## config.mk

```make
export PLATFORM = sky130hd
export DESIGN_NAME = fpu_issue_ctrl
export DESIGN_NICKNAME = d
export VERILOG_FILES = /design/src/rtl/fpu_issue_ctrl_pkg.sv /design/src/rtl/fpu_issue_ctrl_order_fifo.sv /design/src/rtl/fpu_issue_ctrl.sv
export SDC_FILE = /design/constraint.sdc
export NUM_CORES = 1
export LEC_CHECK = 0
export CORE_MARGIN = 2
export CORE_UTILIZATION = 30
export CTS_BUF_LIST = sky130_fd_sc_hd__clkbuf_16
export DETAILED_ROUTE_END_ITERATION = 7
export GPL_TIMING_DRIVEN = 1
export PLACE_DENSITY = 0.83
export SYNTH_ARGS = -nofsm -noshare
export SYNTH_HDL_FRONTEND = slang
export SYNTH_HIERARCHICAL = 1
export SYNTH_SLANG_ARGS = --single-unit
```

## constraint.sdc

```tcl
create_clock -name clk -period 4 [get_ports clk]
set_clock_uncertainty 0.15 [all_clocks]
set_input_delay 0.8 -clock clk [delete_from_list [all_inputs] [get_ports clk]]
set_output_delay 0.8 -clock clk [all_outputs]
set_load 0.05 [all_outputs]
```

## src/rtl/fpu_issue_ctrl_pkg.sv

```systemverilog
// Shared definitions for the FPU issue controller: rounding modes,
// fflags bit positions and rounding-mode helpers.
package fpu_issue_ctrl_pkg;

    typedef enum logic [2:0] {
        RM_RNE = 3'b000,
        RM_RTZ = 3'b001,
        RM_RDN = 3'b010,
        RM_RUP = 3'b011,
        RM_RMM = 3'b100,
        RM_DYN = 3'b111
    } rm_e;

    localparam int unsigned FF_NX    = 0;
    localparam int unsigned FF_UF    = 1;
    localparam int unsigned FF_OF    = 2;
    localparam int unsigned FF_DZ    = 3;
    localparam int unsigned FF_NV    = 4;
    localparam int unsigned FFLAGS_W = 5;
    localparam int unsigned RESULT_W = 32;

    // 101 and 110 are reserved; 111 is only meaningful before resolution
    function automatic logic rm_legal(input logic [2:0] r);
        return (r <= RM_RMM);
    endfunction

    function automatic logic [2:0] rm_resolve(input logic [2:0] r, input logic [2:0] frm);
        return (r == RM_DYN) ? frm : r;
    endfunction

endpackage

```

## src/rtl/fpu_issue_ctrl_order_fifo.sv

```systemverilog
// Order FIFO holding the unit index of each in-flight request;
// registered pointers with occupancy count, full and empty flags.
module fpu_issue_ctrl_order_fifo #(
    parameter int unsigned DEPTH = 4,
    parameter int unsigned W     = 2
) (
    input  logic                     clk,
    input  logic                     reset,
    input  logic                     push,
    input  logic [W-1:0]             din,
    input  logic                     pop,
    output logic [W-1:0]             head,
    output logic                     full,
    output logic                     empty,
    output logic [$clog2(DEPTH):0]   count
);

    localparam int unsigned PW = $clog2(DEPTH);

    logic [W-1:0]  mem [DEPTH];
    logic [PW-1:0] wr_ptr;
    logic [PW-1:0] rd_ptr;
    logic          do_push;
    logic          do_pop;

    assign full    = (count == (PW+1)'(DEPTH));
    assign empty   = (count == '0);
    assign do_push = push && !full;
    assign do_pop  = pop && !empty;
    assign head    = mem[rd_ptr];

    always_ff @(posedge clk) begin
        if (do_push) begin
            mem[wr_ptr] <= din;
        end
    end

    // Pointers wrap naturally because DEPTH is a power of two
    always_ff @(posedge clk or posedge reset) begin
        if (reset) begin
            wr_ptr <= '0;
            rd_ptr <= '0;
            count  <= '0;
        end else begin
            if (do_push) begin
                wr_ptr <= wr_ptr + PW'(1);
            end
            if (do_pop) begin
                rd_ptr <= rd_ptr + PW'(1);
            end
            case ({do_push, do_pop})
                2'b10:   count <= count + (PW+1)'(1);
                2'b01:   count <= count - (PW+1)'(1);
                default: count <= count;
            endcase
        end
    end

endmodule

```

## src/rtl/fpu_issue_ctrl.sv

```systemverilog
// Issue sequencer: routes requests to FPU units, resolves rounding mode,
// and retires unit results strictly in issue order.
module fpu_issue_ctrl
    import fpu_issue_ctrl_pkg::*;
#(
    parameter int unsigned NUM_UNITS = 4,
    parameter int unsigned DEPTH     = 4,
    parameter int unsigned UNIT_W    = $clog2(NUM_UNITS)
) (
    input  logic                     clk,
    input  logic                     reset,
    input  logic                     valid_in,
    output logic                     ready_out,
    input  logic [UNIT_W-1:0]        sel,
    input  logic [2:0]               rm,
    input  logic [2:0]               frm,
    output logic [NUM_UNITS-1:0]     unit_valid_out,
    input  logic [NUM_UNITS-1:0]     unit_ready_in,
    output logic [2:0]               unit_rm_out,
    input  logic [NUM_UNITS-1:0]     unit_valid_in,
    output logic [NUM_UNITS-1:0]     unit_ready_out,
    input  logic [32*NUM_UNITS-1:0]  unit_result_in,
    input  logic [5*NUM_UNITS-1:0]   unit_flags_in,
    output logic                     valid_out,
    input  logic                     ready_in,
    output logic [31:0]              result_out,
    output logic [4:0]               flags_out,
    output logic                     illegal_out,
    output logic [$clog2(DEPTH):0]   in_flight
);

    logic [2:0]        rm_res;
    logic              rm_ok;
    logic              full;
    logic              empty;
    logic              push;
    logic              pop;
    logic              sel_rdy;
    logic              head_valid;
    logic [UNIT_W-1:0] head;

    assign rm_res      = rm_resolve(rm, frm);
    assign rm_ok       = rm_legal(rm_res);
    assign unit_rm_out = rm_res;

    // Loop-based select keeps out-of-range sel harmless when NUM_UNITS is not a power of two
    always_comb begin
        sel_rdy        = 1'b0;
        unit_valid_out = '0;
        for (int unsigned i = 0; i < NUM_UNITS; i++) begin
            if (sel == UNIT_W'(i)) begin
                sel_rdy           = unit_ready_in[i];
                unit_valid_out[i] = valid_in && rm_ok && !full;
            end
        end
    end

    // Illegal rounding modes are consumed without touching any unit
    assign ready_out = valid_in && (!rm_ok || (!full && sel_rdy));
    assign push      = valid_in && rm_ok && !full && sel_rdy;

    always_comb begin
        head_valid     = 1'b0;
        result_out     = '0;
        flags_out      = '0;
        unit_ready_out = '0;
        for (int unsigned i = 0; i < NUM_UNITS; i++) begin
            unit_ready_out[i] = ready_in && (empty || head == UNIT_W'(i));
            if (!empty && head == UNIT_W'(i)) begin
                head_valid = unit_valid_in[i];
                result_out = unit_result_in[32*i +: 32];
                flags_out  = unit_flags_in[5*i +: 5];
            end
        end
    end

    assign valid_out = head_valid;
    assign pop       = head_valid && ready_in;

    always_ff @(posedge clk or posedge reset) begin
        if (reset) begin
            illegal_out <= 1'b0;
        end else begin
            illegal_out <= valid_in && !rm_ok;
        end
    end

    fpu_issue_ctrl_order_fifo #(
        .DEPTH (DEPTH),
        .W     (UNIT_W)
    ) u_order_fifo (
        .clk   (clk),
        .reset (reset),
        .push  (push),
        .din   (sel),
        .pop   (pop),
        .head  (head),
        .full  (full),
        .empty (empty),
        .count (in_flight)
    );

endmodule

```

==> metrics.csv <==
metric;value;unit
outcome;finished clean;
Max Freq;282.2;MHz
Final Critical Period;3.544;ns
CTS sink count;16;
vias in the first global route;2436;
fraction of layout cells with a size suffix above 1;0.2623;
routed vias;2331;
wirelength, routed;8868;um
Root Driver;clkbuf_16;
Worst setup EP type;output pin;
Setup Fix Bufs, Post-CTS;0;
top cells by count, synth;mux4_2, nor2b_1, dfrtp_1, edfxtp_1, inv_1;
IO Port Bufs;221;
Cell Pwr Density;790.4;mW/mm^2
top cell type by total area after synthesis;mux4_2;
Slew @ Worst Pin;0.5590;ns
Slew Viols, Final;0;
Seq/Total Area, Yosys;0.2049;
# diodes;0;
antenna viol nets, final;0;
Die H;88.65;um
P_leak;1.707;nW
CTS Hold Bufs;0;
worst path arrival time;2.59;ns
critical path type;primary input to output pin;
final worst-path cycle share;0.8859;
CP max FO;5;
Filler Cell Count;561;
critical path launch point type;primary input;
Post-synth EDFFs;8;
Pwr Total;3.476;mW
CTS buffer count;3;
core area;0.006869;sq mm
DR WL/cell;18.44;um
Syn Area/Cell;12.72;sq um
Syn. warnings;6;
final core occ;0.6403;
endpoints failing setup;0;
final worst slack;0.4563;ns
Place WS;0.3744;ns
Area Overhead vs Synth;104.6;%
Synth Cell Area;0.002150;sq mm
asr flop ratio synth;0.5000;
worst reg2reg setup slack;0.74;ns
1st-pass router iterations;4;
Final Hold Viols;0;
Worst VDD drop;367.4;uV
pin count of the biggest net entering global routing;40;
unrepaired setup endpoints after global routing;false;
Worst EP required;3.05;ns
FP Rows;30;
Synth Instances;169;
Max Root-Sink Buffers;2;
Synth cell types;30;
clock slew at reported path FFs;0.04;ns
Hold Crit Class;flop to flop;
GRT Resource Usage Total;0.2166;
Worst slew margin;0.6262;
Die W;88.65;um
TNS Setup;0;ns
# IOs;222;
Max Cap Viol;0;
H-tree Lvls;1;
fin nets;560;
DP HPWL;7602;um
CTS tree;done;
DR vias/cell;4.846;
cts repair resizes;0;
syn_nets;343;
initial DRC count;88;
Starting Density;0.3129;
Synth Flop Type;edfxtp_1;
Die ar.;0.007858;sq mm
DR DRC count;0;
Final Wtd Congestion;0.8735;
top-area cell type share of the netlist area;0.4296;
initial antenna violation count;0;
Area contributors post-synth;mux4_2, nor2b_1, edfxtp_1, dfrtp_1, ha_1;
clock insertion delay at the later pin of the skew report;0.24;ns
Synth Register Bits;16;
first-pass GRT wire length;12790;um
GRT Residual Overflow;0;
[area by class of cell]
type                       instances  area [sq um]  area share
timing repair buffer             226          2140      0.4865
multi-input combinational        131          1589      0.3613
sequential                        16         440.4      0.1001
tap                               96         120.1     0.02731
clock buffer                       3         75.07     0.01707
inverter                           8         30.03    0.006828
clock inverter                     1         3.754   0.0008535
[metal layers]
metal | wire length, um | track usage
met5 | 0 | 0
met4 | 395 | 0.09780
met3 | 719 | 0.03731
met2 | 4757 | 0.3989
met1 | 2996 | 0.2422
[kinds of logic after synthesis]
logic type / synth area share
and+or+nand+nor: 0.1938
DFF: 0.2049
buffers and inverters: 0.05821
adders and majority gates: 0.03842
AOI/OAI and AO/OA: 0.03900
xor gates and xnor gates: 0.02445
muxes: 0.4412
[worst paths after layout]
kind,start,end,cells after the start
hold reg to reg,u_order_fifo/rd_ptr[1],u_order_fifo/rd_ptr[1],1
hold / removal,u_order_fifo/rd_ptr[1],u_order_fifo/rd_ptr[1],1
setup / recovery,rm[1],unit_valid_out[3],5
max in group asynchronous,reset,u_order_fifo/rd_ptr[1],2
min in group asynchronous,reset,illegal_out,2
setup reg to reg,u_order_fifo/rd_ptr[0],u_order_fifo/count[2],11
[sequential cells by signal, summed over array words and instances (netlist names)]
signal               cells
u_order_fifo/count       3
u_order_fifo/wr_ptr      2
illegal_out              1
u_order_fifo/rd_ptr      2
u_order_fifo/mem         8
[cell usage in the layout, fill, tap and decap left out, drive strengths merged, types with 2 or more instances in the layout]
cell type,count
edfxtp,8
buf,49
inv,8
nor4b,2
o21a,7
nor3b,2
nor2,2
clkbuf,3
ha,5
nor3,2
nand2,5
xnor2,3
o21ai,2
and2,6
xor2,3
dfrtp,8
nor2b,43
clkdlybuf4s50,177
mux4,41
[through the flow]
stage	hold WS [ns]	cells	instance area [sq um]
floorplan	0.3306	169	2150
CTS	0.4003	481	4398
global route	0.4246	481	4398
finish	0.3971	481	4398
detailed placement	0.3695	477	4319
global placement	0.3627	477	4319
[critical path, cell delays in order]
cell and delay [ns]:
clkdlybuf4s50_1 0.48, o21ai_0 0.20, a31oi_1 0.07, nor3_1 0.20, clkdlybuf4s50_1 0.84
[report_power, final]
part / switching, mW / leakage (nW) / internal, mW
sequential: 0.0625 / 0.167 / 0.220
combinational: 1.80 / 1.50 / 1.20
clock: 0.0581 / 0.0385 / 0.132
No activity file was read; power rests on OpenSTA's default activity.
